==> src/rtl/cus19_pkg.sv <==
// Shared definitions for the CUS19 data-memory arbiter: FSM encoding,
// starvation limit default and crypto burst-length width.
package cus19_pkg;

  typedef enum logic [0:0] {
    ST_IDLE  = 1'b0,
    ST_BURST = 1'b1
  } arb_state_e;

  localparam int STARVE_LIMIT_DEFAULT = 4;
  localparam int BURST_LEN_W          = 4;

endpackage

==> src/rtl/cus19_burst_addr_gen.sv <==
// Crypto burst address generator: loads base/length on start, steps the
// pointer (wrapping at the top of memory) and flags the final beat.
module cus19_burst_addr_gen
  import cus19_pkg::*;
#(
  parameter int ADDR_W = 11
) (
  input  logic                   clk_i,
  input  logic                   rst_i,
  input  logic                   load_i,
  input  logic                   adv_i,
  input  logic [ADDR_W-1:0]      base_i,
  input  logic [BURST_LEN_W-1:0] len_i,
  output logic [ADDR_W-1:0]      ptr_o,
  output logic                   last_o
);

  logic [ADDR_W-1:0]      ptr_q, ptr_d;
  logic [BURST_LEN_W-1:0] cnt_q, cnt_d;

  always_comb begin
    // NOTE: every comb output is defaulted first so no path leaves it unassigned (no latch).
    ptr_d = ptr_q;
    cnt_d = cnt_q;
    if (load_i) begin
      ptr_d = base_i;
      cnt_d = len_i;
    end else if (adv_i) begin
      ptr_d = ptr_q + ADDR_W'(1);
      // Hold at zero after the final beat so an idle counter never reads as a long burst.
      if (!last_o) cnt_d = cnt_q - BURST_LEN_W'(1);
    end
  end

  // NOTE: sequential state uses non-blocking assignment so all flops update together at the edge.
  always_ff @(posedge clk_i or posedge rst_i) begin
    if (rst_i) begin
      ptr_q <= '0;
      cnt_q <= '0;
    end else begin
      ptr_q <= ptr_d;
      cnt_q <= cnt_d;
    end
  end

  assign ptr_o  = ptr_q;
  assign last_o = (cnt_q == '0);

endmodule

==> src/rtl/cus19_dmem_arbiter.sv <==
// Single-port data-memory arbiter between the CPU memory stage and a crypto
// burst engine, with a bounded CPU streak so bursts cannot starve.
module cus19_dmem_arbiter
  import cus19_pkg::*;
#(
  parameter int MEM_ADDR_WIDTH = 11,
  parameter int DATA_WIDTH     = 8,
  parameter int STARVE_LIMIT   = STARVE_LIMIT_DEFAULT
) (
  input  logic                      clk_in,
  input  logic                      rst_in,
  input  logic                      cpu_req_in,
  input  logic                      cpu_we_in,
  input  logic [MEM_ADDR_WIDTH-1:0] cpu_addr_in,
  input  logic [DATA_WIDTH-1:0]     cpu_wdata_in,
  output logic                      cpu_gnt_out,
  output logic [DATA_WIDTH-1:0]     cpu_rdata_out,
  output logic                      cpu_rvalid_out,
  input  logic                      cry_start_in,
  input  logic                      cry_we_in,
  input  logic [MEM_ADDR_WIDTH-1:0] cry_base_in,
  input  logic [BURST_LEN_W-1:0]    cry_len_in,
  input  logic [DATA_WIDTH-1:0]     cry_wdata_in,
  output logic                      cry_beat_out,
  output logic [DATA_WIDTH-1:0]     cry_rdata_out,
  output logic                      cry_rvalid_out,
  output logic                      cry_busy_out,
  output logic                      cry_done_out,
  output logic                      mem_rd_out,
  output logic [MEM_ADDR_WIDTH-1:0] mem_rd_addr_out,
  output logic                      mem_wr_out,
  output logic [MEM_ADDR_WIDTH-1:0] mem_wr_addr_out,
  output logic [DATA_WIDTH-1:0]     mem_wr_data_out,
  input  logic [DATA_WIDTH-1:0]     mem_rd_data_in
);

  localparam int STREAK_W = $clog2(STARVE_LIMIT + 1);
  localparam logic [STREAK_W-1:0] STREAK_MAX = STREAK_W'(STARVE_LIMIT);

  arb_state_e                state_q, state_d;
  logic [STREAK_W-1:0]       streak_q, streak_d;
  logic                      cry_we_q;
  logic                      start_accept, cpu_gnt, beat, last_beat;
  logic [MEM_ADDR_WIDTH-1:0] ptr;
  logic [DATA_WIDTH-1:0]     cpu_rdata_q, cry_rdata_q;
  logic                      cpu_rvalid_q, cry_rvalid_q, cry_done_q;

  assign start_accept = (state_q == ST_IDLE) && cry_start_in;

  cus19_burst_addr_gen #(
    .ADDR_W (MEM_ADDR_WIDTH)
  ) u_addr_gen (
    .clk_i  (clk_in),
    .rst_i  (rst_in),
    .load_i (start_accept),
    .adv_i  (beat),
    .base_i (cry_base_in),
    .len_i  (cry_len_in),
    .ptr_o  (ptr),
    .last_o (last_beat)
  );

  always_ff @(posedge clk_in or posedge rst_in) begin
    if (rst_in) state_q <= ST_IDLE;
    else        state_q <= state_d;
  end

  always_comb begin
    state_d = state_q;
    case (state_q)
      ST_IDLE:  if (cry_start_in) state_d = ST_BURST;
      ST_BURST: if (beat && last_beat) state_d = ST_IDLE;
      default:  state_d = ST_IDLE;
    endcase
  end

  // Grants are suppressed while reset is held so nothing touches memory mid-abort.
  always_comb begin
    cpu_gnt         = 1'b0;
    beat            = 1'b0;
    mem_rd_out      = 1'b0;
    mem_rd_addr_out = '0;
    mem_wr_out      = 1'b0;
    mem_wr_addr_out = '0;
    mem_wr_data_out = '0;
    if (!rst_in) begin
      case (state_q)
        ST_IDLE:  cpu_gnt = cpu_req_in;
        ST_BURST: begin
          if (cpu_req_in && (streak_q < STREAK_MAX)) cpu_gnt = 1'b1;
          else                                       beat    = 1'b1;
        end
        default: ;
      endcase
    end
    if (cpu_gnt) begin
      mem_rd_out      = !cpu_we_in;
      mem_rd_addr_out = cpu_we_in ? '0 : cpu_addr_in;
      mem_wr_out      = cpu_we_in;
      mem_wr_addr_out = cpu_we_in ? cpu_addr_in : '0;
      mem_wr_data_out = cpu_we_in ? cpu_wdata_in : '0;
    end else if (beat) begin
      mem_rd_out      = !cry_we_q;
      mem_rd_addr_out = cry_we_q ? '0 : ptr;
      mem_wr_out      = cry_we_q;
      mem_wr_addr_out = cry_we_q ? ptr : '0;
      mem_wr_data_out = cry_we_q ? cry_wdata_in : '0;
    end
  end

  // Streak counts only back-to-back CPU wins inside a burst; any beat or idle CPU clears it.
  always_comb begin
    streak_d = '0;
    if ((state_q == ST_BURST) && cpu_gnt) streak_d = streak_q + STREAK_W'(1);
  end

  // NOTE: only this block's registers are reset; the data memory itself keeps its contents.
  always_ff @(posedge clk_in or posedge rst_in) begin
    if (rst_in) begin
      streak_q     <= '0;
      cry_we_q     <= 1'b0;
      cpu_rvalid_q <= 1'b0;
      cpu_rdata_q  <= '0;
      cry_rvalid_q <= 1'b0;
      cry_rdata_q  <= '0;
      cry_done_q   <= 1'b0;
    end else begin
      streak_q     <= streak_d;
      if (start_accept) cry_we_q <= cry_we_in;
      cpu_rvalid_q <= cpu_gnt && !cpu_we_in;
      if (cpu_gnt && !cpu_we_in) cpu_rdata_q <= mem_rd_data_in;
      cry_rvalid_q <= beat && !cry_we_q;
      if (beat && !cry_we_q) cry_rdata_q <= mem_rd_data_in;
      cry_done_q   <= beat && last_beat;
    end
  end

  assign cpu_gnt_out    = cpu_gnt;
  assign cry_beat_out   = beat;
  assign cry_busy_out   = (state_q == ST_BURST);
  assign cpu_rvalid_out = cpu_rvalid_q;
  assign cpu_rdata_out  = cpu_rdata_q;
  assign cry_rvalid_out = cry_rvalid_q;
  assign cry_rdata_out  = cry_rdata_q;
  assign cry_done_out   = cry_done_q;

endmodule

==> config.mk <==
export PLATFORM = sky130hd
export DESIGN_NAME = cus19_dmem_arbiter
export DESIGN_NICKNAME = d
export VERILOG_FILES = /design/src/rtl/cus19_pkg.sv /design/src/rtl/cus19_burst_addr_gen.sv /design/src/rtl/cus19_dmem_arbiter.sv
export SDC_FILE = /design/constraint.sdc
export NUM_CORES = 1
export LEC_CHECK = 0
export CORE_MARGIN = 2
export CORE_UTILIZATION = 30
export DETAILED_ROUTE_END_ITERATION = 8
export GPL_TIMING_DRIVEN = 0
export SLEW_MARGIN = 40
export SYNTH_ARGS = -nofsm -noshare
export SYNTH_HDL_FRONTEND = slang
export SYNTH_SLANG_ARGS = --single-unit
==> constraint.sdc <==
create_clock -name clk_in -period 3.9 [get_ports clk_in]
set_input_delay 0.78 -clock clk_in [delete_from_list [all_inputs] [get_ports clk_in]]
set_output_delay 0.78 -clock clk_in [all_outputs]
set_load 0.01 [all_outputs]
==> run metrics, run 1 <==
status completed; area of the multi-input gates 1040 sq um; Critical R2R Capture cry_rdata_out[0]; Fill cells 640; placed cells 388; first-pass GRT wire length 9540 um; most frequent cells in the layout clkdlybuf4s50_1 (109), dfrtp_1 (39), a22o_1 (30); Area Growth Syn to Fin 63.7%; Slowest-stage cell, CP clkdlybuf4s50_1; I/O Buffers roughly 110; crit share post-route 0.966; Storage cell area between 900 and 1000 sq um; Max clock buf depth 2; layout cells sized above 1 0.120; critical path peak fanout 40; Num CTS Buffers 5; Clk pin slew, worst setup/hold paths 0.07 ns; P per Cell Area 492 nW/um^2; DRC Markers 0; final RePlAce weighted congestion 0.785; Max Cap Viol 0; DRT antenna net count 0; Syn Nets roughly 260; CP top delay family buffers and inverters; Via density 5.01; initial antenna violation count 0; placed cell areas 3280 sq um; clk sinks 39; R2R depth 5; commonest non-fill, non-tap cell in the layout clkdlybuf4s50_1; Slew Limit Fails 0; NumNets Final 375; worst path cell trace clkdlybuf4s50_1 > bufinv_16 > and3_1 > and2_1 > buf_2 > a22o_1 > clkdlybuf4s50_1; hold endpoint streak_q[0]; Antenna diodes 0; critical path capture point type output pin; min-delay worst type reg2reg; wirelength, routed 6060 um; worst setup path class in2out; Hold Slack 0.472 ns; Seq/Total Area, Yosys 0.468; Yosys warning count 0; # setup viols final 0; initial core utilization 0.309; placement row count 30; post-route cell area between 3000 and 4000 sq um; FF-to-FF Start cry_busy_out; post-synth cell types 33; Req. time, crit path 3.12 ns; Area contributors post-synth dfrtp_1 (47%), a22o_1 (13%), mux2_2 (9.2%); Hold Buf Count CTS 0; Worst Hold Launch streak_q[0]; CTS H-tree depth 2; grt total ovfl 0; Critical Path Max Stage Delay 0.57 ns; worst skew pair latency 0.29 ns; FF-to-FF setup slack 2.06 ns; core area 6760 sq um; GR Util All Layers 0.162; Mapped Area 2080 sq um; Crit path depth 7; post-CTS setup buffers 0; 1st-iter DRT viols 66; Setup crit start kind input port; vias in the first global route 1,929; worst-margin pin slew slightly below 0.6 ns; crit path buf inv count 4; P_leak ~1.4 nW; Synth Area per Inst 10.5 sq um; Final Hold Viols 0; Synth Instances 199; Final HPWL DP 4560 um; leading register cell type out of synthesis dfrtp_1; EDFF count, synth 0; die area 7630 sq um; RSZ-0062 raised after global routing no; Top Ports 110; Wirelength per Cell roughly 15 um; Worst EP arrival 2.99 ns; Chip Width 87.4 um; Achievable Freq 0.266 GHz; Final min period 3.77 ns; fin cells 396; hold path cells 1; largest net degree at the start of global routing 41; CP most frequent cell clkdlybuf4s50_1; relative slew slack 0.612; Yosys top cell area share 0.468; ys async rst share 1.00; Initial DRT Pass Iterations 4; Die Height between 80 and 90 um; dominant cell type by area after synthesis dfrtp_1; CTS tree built; Synth Register Bits 39; Worst VDD drop 0.256 mV; Max Clock Skew about 0.0048 ns; Clock Tree Root clkbuf_8; total number of vias 1,984
-- timing repair --
item                                    CTS  global route
gates resized for setup                   8             4
hold endpoints to repair                  0             0
endpoints found under the setup margin   32            12
-- registers in the layout, summed over array words and instances (netlist names) --
name and count:
cpu_rvalid_out 1, cry_done_out 1, u_addr_gen.ptr_o 11, cry_rvalid_out 1
cry_we_q 1, streak_q 3, cpu_rdata_out 8, cry_rdata_out 8
u_addr_gen.cnt_q 4, cry_busy_out 1
-- final cells by class --
cell class / count / area share
Timing Repair Buffer: 109 / 0.320
Multi-Input combinational cell: 143 / 0.305
Sequential cell: 39 / 0.286
Clock buffer: 8 / 0.0293
Tap cell: 80 / 0.0293
Buffer: 13 / 0.0187
Inverter: 4 / 0.0121
-- report_power, final --
group	switching, mW	total, mW	internal [mW]
Combinational	0.276	0.691	0.415
Sequential	0.135	0.687	0.551
Clock	0.141	0.303	0.162
Total	0.553	1.68	1.13
-- how the worst max path moves through the flow --
stage	start	slack, ns	to
6_report	rst_in	0.13	mem_wr_addr_out[0]
5_1_grt	rst_in	0.01	mem_wr_addr_out[0]
4_1_cts	rst_in	0.01	mem_rd_addr_out[3]
3_5_place_dp	rst_in	-0.33	mem_wr_addr_out[0]
3_3_place_gp	rst_in	-1.14	mem_rd_addr_out[4]
2_1_floorplan	rst_in	0.42	mem_rd_addr_out[1]
-- cells by family after synthesis --
| group | count (synthesis) | share of synthesized area |
|---|---|---|
| XOR/XNOR | 6 | 0.0252 |
| flip-flops | 39 | 0.468 |
| multiplexers | 21 | 0.111 |
| buffers and inverters | 17 | 0.0336 |
| adder cells (fa/ha/maj) | 4 | 0.0240 |
| AO/OA/AOI/OAI | 46 | 0.172 |
| AND/OR/NAND/NOR | 66 | 0.166 |
-- synthesized netlist by cell type, drive strengths merged (2+ instances only) --
cell type	number
a22o	30
a31oi	2
and2	3
and3	6
buf	5
clkbuf	8
dfrtp	39
ha	4
inv	4
mux2	17
mux2i	4
nand2	18
nand2b	3
nand3	8
nand4	5
nor2	8
nor2b	3
nor3	3
o21ai	9
o311ai	2
or2	2
or4	3
xnor2	2
xor2	4
-- routing by layer --
layer  vias to the layer above  global-route usage  wire length, um
li1                        970                   -                -
met1                       938               0.214             2740
met2                        71               0.265             2860
met3                         5              0.0370              395
met4                         0              0.0476               55
met5                         -                   0                0
-- through the flow --
stage	setup TNS (ns)	setup slack (ns)	util	power (mW)
4_1_cts	0	0.0137	0.504	1.70
5_1_grt	0	0.0144	0.505	1.81
3_3_place_gp	-34.07	-1.14	0.485	1.38
2_1_floorplan	0	0.422	-	1.02
6_report	0	0.134	0.505	1.68
3_5_place_dp	-8.15	-0.333	0.485	1.39
No activity file was read; power rests on OpenSTA's default activity.
==> inputs of run 2 (changes only) <==
Settings changed: CELL_PAD_IN_SITES_DETAIL_PLACEMENT set to 0, CELL_PAD_IN_SITES_GLOBAL_PLACEMENT set to 1, CORE_UTILIZATION 30 to 29, MAX_ROUTING_LAYER set to met4, PLACE_DENSITY set to 0.82.
==> run 2 against run 1 <==
Effect of this change:
- via count increased by 1.0%
- final cell count increased by 4.0%
- critical path depth decreased by 1
- largest cell class unchanged
- setup slack improved by 0.22 ns
- sequential power about the same
- critical endpoint unchanged
- clock power decreased by 10%
- combinational power increased by 1%
- highest routed layer unchanged
==> run metrics, run 2 (same netlist as run 1, synthesis figures left out) <==
P_leak approximately 1.4 nW; max reg flops 11; hold path cells 1; initial antenna violation count 0; most frequent cells in the layout clkdlybuf4s50_1 (108), dfrtp_1 (39), a22o_1 (30); wirelength, routed roughly 6200 um; I/O Buffers 109; Antenna diodes 0; Num CTS Buffers 5; layout cells sized above 1 0.123; Critical Path Max Stage Delay around 0.56 ns; initial core utilization 0.303; DRT antenna net count 0; Req. time, crit path 3.12 ns; first-pass GRT wire length 9360 um; commonest non-fill, non-tap cell in the layout clkdlybuf4s50_1; Critical Path Sink mem_wr_addr_out[0]; Achievable Freq 0.282 GHz; Final Hold Viols 0; CP most frequent cell clkdlybuf4s50_1; Wirelength per Cell 15.0 um; Top Ports 110; fin worst setup slack 0.349 ns; Area Growth Syn to Fin 64.9%; final RePlAce weighted congestion approximately 0.80; placement row count 30; fin util 0.500; worst path cell trace clkdlybuf4s50_1 > nand2b_1 > and3_1 > clkbuf_1 > a22o_1 > clkdlybuf4s50_1; Critical R2R Capture cry_rdata_out[2]; Slowest-stage cell, CP clkdlybuf4s50_1; Fill cells 669; Die Height 88.8 um; RSZ-0062 raised after global routing no; total number of vias 2,004; GR Util All Layers 0.160; min-delay worst type reg2reg; critical path peak fanout 10; FF-to-FF setup slack around 2.1 ns; Chip Width 88.8 um; Hold Buf Count CTS 0; FF-to-FF Start cry_busy_out; CP Launch Point cpu_req_in; P per Cell Area 482 nW/um^2; grt total ovfl 0; core area 6870 sq um; CTS H-tree depth 2; Tot Pwr approximately 1.7 mW; # setup viols final 0; DRC Markers 0; Final HPWL DP 4600 um; relative slew slack 0.619; area of the multi-input gates around 1000 sq um; dpl ws -0.386 ns; vias in the first global route 1,884; 1st-iter DRT viols 111; Slew Limit Fails 0; critical path capture point type output pin; Worst VDD drop 0.216 mV; status completed; Final min period 3.55 ns; Max clock buf depth 2; Clock Tree Root clkbuf_8; NumNets Final 376; final setup TNS 0 ns; clk sinks 39; worst-margin pin slew 0.571 ns; CTS tree built; Max Clock Skew 0.00689 ns; Worst EP arrival 2.77 ns; Max Cap Viol 0; Storage cell area between 900 and 1000 sq um; Clk pin slew, worst setup/hold paths 0.07 ns; die area approximately 7900 sq um; Initial DRT Pass Iterations 4; worst skew pair latency 0.28 ns; Via density between 4 and 5; crit share post-route 0.911; largest net degree at the start of global routing 41; worst setup path class in2out; R2R depth 5; Setup crit start kind input port
## run 2: worst min path at each step
stage                      startpoint          end  slack, ns
final                     streak_q[0]  streak_q[0]       0.46
after detailed placement  streak_q[0]  streak_q[0]       0.44
after CTS                 streak_q[0]  streak_q[0]       0.45
after global placement    streak_q[0]  streak_q[0]       0.44
after global routing      streak_q[0]  streak_q[0]       0.48
after floorplan           streak_q[0]  streak_q[0]       0.42
## run 2: final cells by class
| type | count | share of cell area |
|---|---|---|
| repair buffers | 109 | 0.318 |
| multi-input cells | 143 | 0.303 |
| flip-flops and latches | 39 | 0.284 |
| well taps | 96 | 0.0349 |
| clock buffers | 6 | 0.0240 |
| plain buffers | 13 | 0.0200 |
| inverters | 4 | 0.0120 |
| repair inverters | 1 | 0.00255 |
| clock inverters | 1 | 0.00146 |
## run 2: critical path, delay by kind of cell
| family | cells | cell delay [ns] |
|---|---|---|
| buf+inv | 3 | 1.47 |
| compound gates | 1 | 0.21 |
| simple gates | 2 | 0.31 |
## run 2: power by group
group	total [mW]	internal [mW]	switching [mW]
registers	0.685	0.551	0.133
clock network	0.272	0.139	0.134
logic	0.701	0.417	0.284
## run 2: what timing repair did
item                       in CTS  in global routing
setup endpoints to repair      32                 15
gates cloned                    0                  1
buffers inserted                0                  0
gates resized for setup         9                  4
## run 2: per-stage QoR
stage	hold slack (ns)	instances	instance area (sq um)
final	0.455	412	3440
after global routing	0.478	412	3440
after CTS	0.454	411	3420
after detailed placement	0.443	404	3300
after global placement	0.438	404	3300
after floorplan	0.418	199	2080
## run 2: per-layer routing
metal | GRT usage | share of wire | vias to the layer above
met4 | 0.0331 | 0.0070 | 0
li1 | - | - | 972
met3 | 0.0345 | 0.078 | 5
met1 | 0.207 | 0.45 | 951
met5 | - | 0 | -
met2 | 0.260 | 0.47 | 76
